## src/rtl/fpadd_pipe.sv

```systemverilog
// fpadd_pipe: 4-stage pipelined IEEE-style adder/subtractor, round-to-nearest-even, global stall.
// Define FPADD_SUBNORM_EN for gradual underflow; otherwise subnormals flush to signed zero.
module fpadd_pipe #(
  parameter int EXP_W = 8,
  parameter int MAN_W = 23,
  localparam int W = 1 + EXP_W + MAN_W
) (
  input  logic         clk,
  input  logic         rst_n,
  input  logic         in_valid,
  output logic         in_ready,
  input  logic [W-1:0] src1,
  input  logic [W-1:0] src2,
  input  logic         sub,
  output logic         out_valid,
  input  logic         out_ready,
  output logic [W-1:0] out,
  output logic         ovf
);
  localparam int M = MAN_W + 1;
  localparam int X = MAN_W + 4;
  localparam int L = MAN_W + 5;
  localparam int LZW = $clog2(L + 1);
  localparam logic [EXP_W-1:0] EMAX = '1;

  function automatic logic [LZW-1:0] lzc(input logic [L-1:0] v);
    lzc = LZW'(L);
    for (int i = 0; i < L; i++) if (v[i]) lzc = LZW'(L - 1 - i);
  endfunction

  logic en;
  assign en = out_ready || !out_valid;
  assign in_ready = en;

  logic               v1_q, nan1_q, inf1_q, sgn1_q, sub1_q;
  logic               nan1_d, inf1_d, sgn1_d, sub1_d;
  logic [EXP_W-1:0]   e1_q, d1_q, e1_d, d1_d;
  logic [M-1:0]       mb1_q, ms1_q, mb1_d, ms1_d;
  logic               v2_q, nan2_q, inf2_q, sgn2_q, sub2_q;
  logic [EXP_W-1:0]   e2_q;
  logic [X-1:0]       bx2_q, sx2_q, bx2_d, sx2_d;
  logic               v3_q, nan3_q, inf3_q, sgn3_q, sub3_q;
  logic [EXP_W-1:0]   e3_q;
  logic [L-1:0]       sum3_q, sum3_d;
  logic [LZW-1:0]     lz3_q, lz3_d;
  logic [W-1:0]       out_d;
  logic               ovf_d;

  logic               sa, sb, nan_a, nan_b, inf_a, inf_b, a_big;
  logic [EXP_W-1:0]   xa, xb, ea, eb;
  logic [MAN_W-1:0]   fa, fb;
  logic [M-1:0]       ma, mb;
  always_comb begin
    sa = src1[W-1];
    sb = src2[W-1] ^ sub;
    xa = src1[W-2:MAN_W];
    xb = src2[W-2:MAN_W];
    fa = src1[MAN_W-1:0];
    fb = src2[MAN_W-1:0];
    nan_a = (xa == EMAX) && |fa;
    nan_b = (xb == EMAX) && |fb;
    inf_a = (xa == EMAX) && !(|fa);
    inf_b = (xb == EMAX) && !(|fb);
`ifdef FPADD_SUBNORM_EN
    ea = |xa ? xa : EXP_W'(1);
    eb = |xb ? xb : EXP_W'(1);
    ma = {|xa, fa};
    mb = {|xb, fb};
`else
    ea = xa;
    eb = xb;
    ma = |xa ? {1'b1, fa} : '0;
    mb = |xb ? {1'b1, fb} : '0;
`endif
    a_big = {ea, ma} >= {eb, mb};
    nan1_d = nan_a || nan_b || (inf_a && inf_b && (sa ^ sb));
    inf1_d = inf_a || inf_b;
    sgn1_d = a_big ? sa : sb;
    sub1_d = sa ^ sb;
    e1_d = a_big ? ea : eb;
    d1_d = a_big ? ea - eb : eb - ea;
    mb1_d = a_big ? ma : mb;
    ms1_d = a_big ? mb : ma;
  end

  // Shift amount saturates once every mantissa bit has fallen into sticky.
  logic [31:0]        sh2;
  logic [2*M+3:0]     al2;
  always_comb begin
    sh2 = (32'(d1_q) > 32'(M + 2)) ? 32'(M + 2) : 32'(d1_q);
    al2 = {ms1_q, 2'b00, {(M + 2){1'b0}}} >> sh2;
    sx2_d = {al2[2*M+3 -: M+2], |al2[M+1:0]};
    bx2_d = {mb1_q, 3'b000};
  end

  always_comb begin
    sum3_d = sub2_q ? {1'b0, bx2_q} - {1'b0, sx2_q} : {1'b0, bx2_q} + {1'b0, sx2_q};
    lz3_d = lzc(sum3_d);
  end

  // Normalising shift is capped by the exponent so tiny results land on the subnormal grid.
  logic [31:0]        sh4;
  logic [L-1:0]       nrm4;
  logic [EXP_W:0]     ex4, ef4;
  logic [M:0]         mr4;
  logic               rnd4, big4;
  logic [MAN_W-1:0]   frac4;
  always_comb begin
    sh4 = (32'(lz3_q) > 32'(e3_q)) ? 32'(e3_q) : 32'(lz3_q);
    nrm4 = sum3_q << sh4;
    ex4 = (EXP_W+1)'(e3_q) + (EXP_W+1)'(1) - (EXP_W+1)'(sh4);
    rnd4 = nrm4[3] && (|nrm4[2:0] || nrm4[4]);
    mr4 = {1'b0, nrm4[L-1:4]} + (M+1)'(rnd4);
    ef4 = mr4[M] ? ex4 + (EXP_W+1)'(1) : (mr4[M-1] ? ex4 : '0);
    big4 = ef4 >= {1'b0, EMAX};
`ifdef FPADD_SUBNORM_EN
    frac4 = mr4[MAN_W-1:0];
`else
    frac4 = |ef4 ? mr4[MAN_W-1:0] : '0;
`endif
    out_d = nan3_q ? {1'b0, EMAX, 1'b1, {(MAN_W-1){1'b0}}}
          : inf3_q ? {sgn3_q, EMAX, {MAN_W{1'b0}}}
          : !(|sum3_q) ? {sgn3_q && !sub3_q, {(W-1){1'b0}}}
          : big4 ? {sgn3_q, EMAX, {MAN_W{1'b0}}}
          : {sgn3_q, ef4[EXP_W-1:0], frac4};
    ovf_d = !nan3_q && !inf3_q && |sum3_q && big4;
  end

  always_ff @(posedge clk or negedge rst_n) begin
    if (!rst_n) begin
      v1_q <= 1'b0;
      nan1_q <= 1'b0;
      inf1_q <= 1'b0;
      sgn1_q <= 1'b0;
      sub1_q <= 1'b0;
      e1_q <= '0;
      d1_q <= '0;
      mb1_q <= '0;
      ms1_q <= '0;
      v2_q <= 1'b0;
      nan2_q <= 1'b0;
      inf2_q <= 1'b0;
      sgn2_q <= 1'b0;
      sub2_q <= 1'b0;
      e2_q <= '0;
      bx2_q <= '0;
      sx2_q <= '0;
      v3_q <= 1'b0;
      nan3_q <= 1'b0;
      inf3_q <= 1'b0;
      sgn3_q <= 1'b0;
      sub3_q <= 1'b0;
      e3_q <= '0;
      sum3_q <= '0;
      lz3_q <= '0;
      out_valid <= 1'b0;
      out <= '0;
      ovf <= 1'b0;
    end else if (en) begin
      v1_q <= in_valid;
      nan1_q <= nan1_d;
      inf1_q <= inf1_d;
      sgn1_q <= sgn1_d;
      sub1_q <= sub1_d;
      e1_q <= e1_d;
      d1_q <= d1_d;
      mb1_q <= mb1_d;
      ms1_q <= ms1_d;
      v2_q <= v1_q;
      nan2_q <= nan1_q;
      inf2_q <= inf1_q;
      sgn2_q <= sgn1_q;
      sub2_q <= sub1_q;
      e2_q <= e1_q;
      bx2_q <= bx2_d;
      sx2_q <= sx2_d;
      v3_q <= v2_q;
      nan3_q <= nan2_q;
      inf3_q <= inf2_q;
      sgn3_q <= sgn2_q;
      sub3_q <= sub2_q;
      e3_q <= e2_q;
      sum3_q <= sum3_d;
      lz3_q <= lz3_d;
      out_valid <= v3_q;
      out <= out_d;
      ovf <= ovf_d;
    end
  end
endmodule
```

## config.mk

```make
export PLATFORM = sky130hd
export DESIGN_NAME = fpadd_pipe
export DESIGN_NICKNAME = d
export VERILOG_FILES = /design/src/rtl/fpadd_pipe.sv
export SDC_FILE = /design/constraint.sdc
export NUM_CORES = 1
export LEC_CHECK = 0
export ABC_CLOCK_PERIOD_IN_PS = 5150
export BUFFER_PORTS_ARGS = -buffer_cell sky130_fd_sc_hd__clkbuf_2
export CAP_MARGIN = 0
export CORE_ASPECT_RATIO = 0.6
export CORE_MARGIN = 3
export CORE_UTILIZATION = 47
export CTS_CLUSTER_DIAMETER = 200
export DETAILED_ROUTE_END_ITERATION = 8
export GPL_TIMING_DRIVEN = 1
export PLACE_DENSITY = 0.74
export SYNTH_ARGS = -nofsm -noshare
export SYNTH_HDL_FRONTEND = slang
export SYNTH_SLANG_ARGS = --single-unit
```

## constraint.sdc

```tcl
create_clock -name clk -period 5.15 [get_ports clk]
set_input_delay 0.515 -clock clk [delete_from_list [all_inputs] [get_ports clk]]
set_output_delay 0.515 -clock clk [all_outputs]
set_load 0.01 [all_outputs]
```

# Word-level counts from Yosys, hierarchy flattened
# Index checks and enable logic that the tools add are counted.
# totals
reg_bits,213
latch_bits,0
mem_bits_rw,0
mem_bits_ro,0
output_inout_bits,35
elab_cells,121
n_memories,0
# classes
n_addsub,8
multipliers,0
n_div,0
order_cmp,4
eq_ne,2
shifts,2
mux,45
bitwise_logic,2
n_reduce_logical,30
# ops
operator,count
$mux 5,26
$mux 24,4
$mux 32,3
$shr 52x8->52,1
$reduce_or 23->1,2
$ge 32x32->1,1
$mux 8,4
$mux 31,1
$add 27x27->28,1
$mux 28,1
$reduce_or 28->1,1
$shl 28x8->28,1
$sub 27x27->28,1
$reduce_or 26->1,1
$add 24x1->25,1
$mux 23,1
$mux 9,2
$eq 8x8->1 const B,2
$reduce_or 8->1,2
$sub 8x8->8,2
$logic_and 1x1->1,11
$add 8x1->9 const B,1
$add 9x1->9 const B,1
$ge 9x8->1 const B,1
10 further kinds,21

# Logic depth before layout (Yosys ltp)
# depth
word_depth,30
ltp_mapped,27
mapped_depth_nobuf,24

# Worst setup path after synthesis
# No wires, ideal clock.
# synth_path
path_kind,register to register
from,register e3_q[1]
to,register out[3]
arrival_time_ps,5032
required_time_ps,5015
setup_slack_ps,-17
stages_incl_launch_ff,27
synth_period_minus_slack_ps,5167
cell_sequence,dfrtp_1 inv_1 ha_1 and4_1 a21oi_2 o211a_1 buf_6 mux2i_4 clkinv_4 buf_2 ha_1 inv_1 ha_1 inv_1 fa_1 nor2b_1 o21ai_0 nand2b_1 xnor2_1 nor3_1 and3b_1 a31oi_1 o41a_1 nand2_2 o21bai_2 buf_6 o31ai_1
# synth_via
elab_chain_len,15
elab_cells_between_ends,19
# synth_lines
item,line_no,rtl
from (decl),43,logic [EXP_W-1:0] e3_q;
from (signal assigned),182,e3_q <= e2_q;
branches (longest 11 deep; another with $add 24x1->25),--,
$mux 31 *,124,": big4 ? {sgn3_q, EMAX, {MAN_W{1'b0}}}"
$mux 32 *,123,": !(|sum3_q) ? {sgn3_q && !sub3_q, {(W-1){1'b0}}}"
$mux 32 *,122,": inf3_q ? {sgn3_q, EMAX, {MAN_W{1'b0}}}"
$mux 32 *,121,"out_d = nan3_q ? {1'b0, EMAX, 1'b1, {(MAN_W-1){1'b0}}}"
to (signal assigned),186,out <= out_d;
to (decl),17,"output logic [W-1:0] out,"
# Mark *: on every way between the ends.
# A chain may end at the register's enable or synchronous reset.

# Worst setup path in the final report
# layout_path
from,register lz3_q[2]
to,register out[20]
# layout_via
elab_chain_len,15
elab_cells_between_ends,18
# layout_lines
item,line_no,rtl
from (decl),45,"logic [LZW-1:0] lz3_q, lz3_d;"
from (signal assigned),184,lz3_q <= lz3_d;
$gt 5x8->1,109,sh4 = (32'(lz3_q) > 32'(e3_q)) ? 32'(e3_q) : 32'(lz3_q);
$mux 8 *,109,
branches (longest 9 deep; another with $add 24x1->25),--,
$mux 31 *,124,
$mux 32 *,123,
$mux 32 *,122,
$mux 32 *,121,
# Marks and branches as above.

==> flow_summary_export.csv <==
group,metric,value,unit
grt,gr-total-overflow,0,
timing,period_minus_slack,5.226,ns
cells_and_area,n_fill_cell,3161,
die,die_w,253.0,um
cells_and_area,final_common_cell,"nand2_1",
cells_and_area,n_antenna_cell,0,
die,die_h,154.2,um
grt,antenna_found_initial,1,
logic_synthesis,yosys.area_share.simple,21.84,%
timing,min_period_over_period,101.5,%
logic_synthesis,avgSynthCellArea,7.970,um^2
grt,grt_max_degree,236,
worst_setup_path,timing.rr.start,"lz3_q[2]",
hold_path,hold_class,"input pin to asynchronous set/reset pin",
worst_setup_path,cp.arrival,5.63,ns
worst_setup_path,worstSetupStartpointType,"register",
logic_synthesis,synth_top_family_by_area,"compound AO/OA/AOI/OAI gates",
logic_synthesis,synthArstFlopShare,100.0,%
logic_synthesis,synthMuxAreaShare,7.645,%
logic_synthesis,synth-seq-area-share,30.99,%
worst_setup_path,r2r_slack,-0.08,ns
worst_setup_path,rr_worst_depth,20,
cells_and_area,drive_gt1_share,20.93,%
outcome,violations,"negative setup slack",
worst_setup_path,end_kind,"register",
timing,slew_headroom,31.32,%
clock_network,cts_tree,"built",
grt,grt_pass1_wl,88.60,mm
drt,vias,17100,
logic_synthesis,synthAdderAreaFrac,8.322,%
drt,drtIter0Drc,1762,
drt,ant_nets,0,
timing,rsz0062_at_grt,"true",
logic_synthesis,yosys.cell_types.count,94,
timing,max_freq,191.3,MHz
clock_network,cts_sinks,213,
timing,clock_skew,0.01334,ns
logic_synthesis,synth_xor_area_share,3.055,%
die,placementRows,53,
grt,grtUsageTotal,28.58,%
timing,setup_viol,23,
outcome,outcome,"finished with violations",
grt,grt_pass1_vias,15710,
timing,tightestPinTransition,1.030,ns
cells_and_area,final_util,58.74,%
clock_network,clock_path_buffers,3,
cells_and_area,syn_to_final_growth,21.39,%
clock_network,htreeDepth,1,
logic_synthesis,synth_compound_gate_area_share,22.24,%
die,pin_count,104,
worst_setup_path,crit_type,"register to register",
worst_setup_path,rr_endpoint,"out[20]",
drt,routed_wl,57.37,mm
logic_synthesis,synth_nets,2339,
cells_and_area,layout_common_cells,"nand2_1, dfrtp_1, buf_4, nor2_1, o21ai_0",
logic_synthesis,synth_ff_type,"dfrtp_1",
clock_network,numCtsBuffers,23,
timing,worst_slack,-0.07627,ns
clock_network,cts_root_buf,"clkbuf_16",
worst_setup_path,cp_max_fo,7,
logic_synthesis,ys_ff_latch,213,
placed_design,pre_cts_slack,-0.2237,ns
worst_setup_path,cp-startpoint,"lz3_q[2]",
logic_synthesis,synth_edf_count,0,
placed_design,io_buffers,103,
die,core_area,35540,um^2
worst_setup_path,critPathRequiredTime,5.55,ns
drt,firstDrtPassIters,5,
clock_network,clk_latency,0.54,ns
logic_synthesis,synthCells,2158,
timing,final_max_slew_viol_count,0,
placed_design,place_congestion,1.011,
cells_and_area,seq_area,5330,um^2
cells_and_area,multi_input_area,11350,um^2
drt,drt-vias-per-instance,5.977,
die,start_util,48.39,%
drt,routedWlPerCell,20.05,um
logic_synthesis,ys_warn_count,0,
drt,drc,0,
timing,hold_viol_final,0,
cells_and_area,nNetsFinal,2561,
logic_synthesis,syn_area,17200,um^2
clock_network,path_clk_slew,0.06,ns
die,design.die.area,39000,um^2
flow_run,maxCapViolations,0,
placed_design,dpl.hpwl,43.95,mm
-- logic make-up (layout without fill, tap and decap cells) --
logic type,after synthesis,in the layout
simple gates,832,832
mux,124,124
compound gates,575,575
fa+ha+maj,112,112
buf+inv,242,478
flops,213,213
xor+xnor,60,60
-- synthesized netlist by cell type, types with 11 or more instances --
cell type / count / share of area (%)
nor4_1: 30 / 1.1
o31ai_1: 24 / 1.0
dfrtp_1: 213 / 31
nand2_1: 399 / 8.7
xor2_1: 21 / 1.1
inv_1: 118 / 2.6
clkbuf_1: 97 / 2.1
nor2b_1: 15 / 0.55
o21ai_0: 140 / 4.1
nor2_1: 195 / 4.3
nand3_1: 45 / 1.3
buf_6: 11 / 0.72
xnor2_1: 39 / 2.0
o31ai_2: 20 / 1.5
a22oi_1: 25 / 1.1
mux2i_1: 107 / 6.2
a211oi_1: 21 / 0.92
mux2_2: 11 / 0.72
nand4_1: 25 / 0.91
nor3_1: 36 / 1.0
o21bai_1: 11 / 0.48
a31oi_1: 38 / 1.4
a21o_1: 23 / 1.0
a21oi_1: 142 / 4.1
ha_1: 108 / 7.9
nand2b_1: 19 / 0.69
o22ai_1: 12 / 0.44
o211ai_1: 14 / 0.61
-- how the worst max path moves through the flow --
stage,cells after the start,to
2_1_floorplan,23,out[3]
3_3_place_gp,19,out[2]
5_1_grt,25,out[6]
4_1_cts,22,out[11]
3_5_place_dp,19,out[20]
6_report,20,out[20]
-- layout make-up --
cell class	instances	area share [%]
clock inverter	11	0.8270
sequential	213	25.53
multi-input combinational	1703	54.35
timing repair buffer	317	11.28
inverter	122	2.265
tap	467	2.799
clock buffer	28	2.942
-- per-stage QoR --
stage,hold WS (ns),std cells,area (um^2),TNS (ns)
6_report,0.09109,2861,20880,-1.078
3_3_place_gp,0.4495,2787,19240,-4.671
3_5_place_dp,0.4556,2787,19240,-4.780
2_1_floorplan,0.2194,2158,17210,0
5_1_grt,0.1444,2861,20880,-3.789
4_1_cts,0.1123,2834,20270,0
-- layer usage --
layer	routed length, um	up-vias	GRT usage, %
met5	12	-	0
met4	908	2	4.277
met3	7444	74	10.59
met2	20550	812	35.46
met1	28460	8103	46.31
li1	-	8108	-
-- critical path, stage by stage (launching register included) --
cell	delay (ns)
dfrtp_1	0.41
ha_4	0.26
and4_4	0.22
a211oi_4	0.26
o211a_1	0.26
nor3_4	0.06
buf_6	0.13
clkbuf_16	0.16
mux2i_1	0.20
a22oi_1	0.30
nand2_1	0.11
o221ai_1	0.46
nand3_1	0.17
or4_4	0.59
or4b_4	0.54
a22oi_2	0.18
o211ai_1	0.20
o21bai_4	0.21
buf_6	0.16
buf_12	0.15
o31ai_4	0.08
-- state kept, by name, summed over array words and instances (netlist names), 5 cells and up --
signal	flops
mb1_q	24
e3_q	8
sum3_q	28
lz3_q	5
sx2_q	27
bx2_q	24
out	32
e2_q	8
e1_q	8
d1_q	8
ms1_q	24
-- timing repair --
action / 4_1_cts / 5_1_grt
setup endpoints to repair: 24 / 26
pin swaps: 14 / 39
endpoints found under the hold margin: 0 / 0
gates resized for setup: 38 / 71
gates cloned: 1 / 2
buffers inserted: 7 / 25
hold buffers: 0 / 0
Power is left out: the tool's default activity adds up to more than one toggle a clock period on the data nets, which glitch-free logic cannot reach.
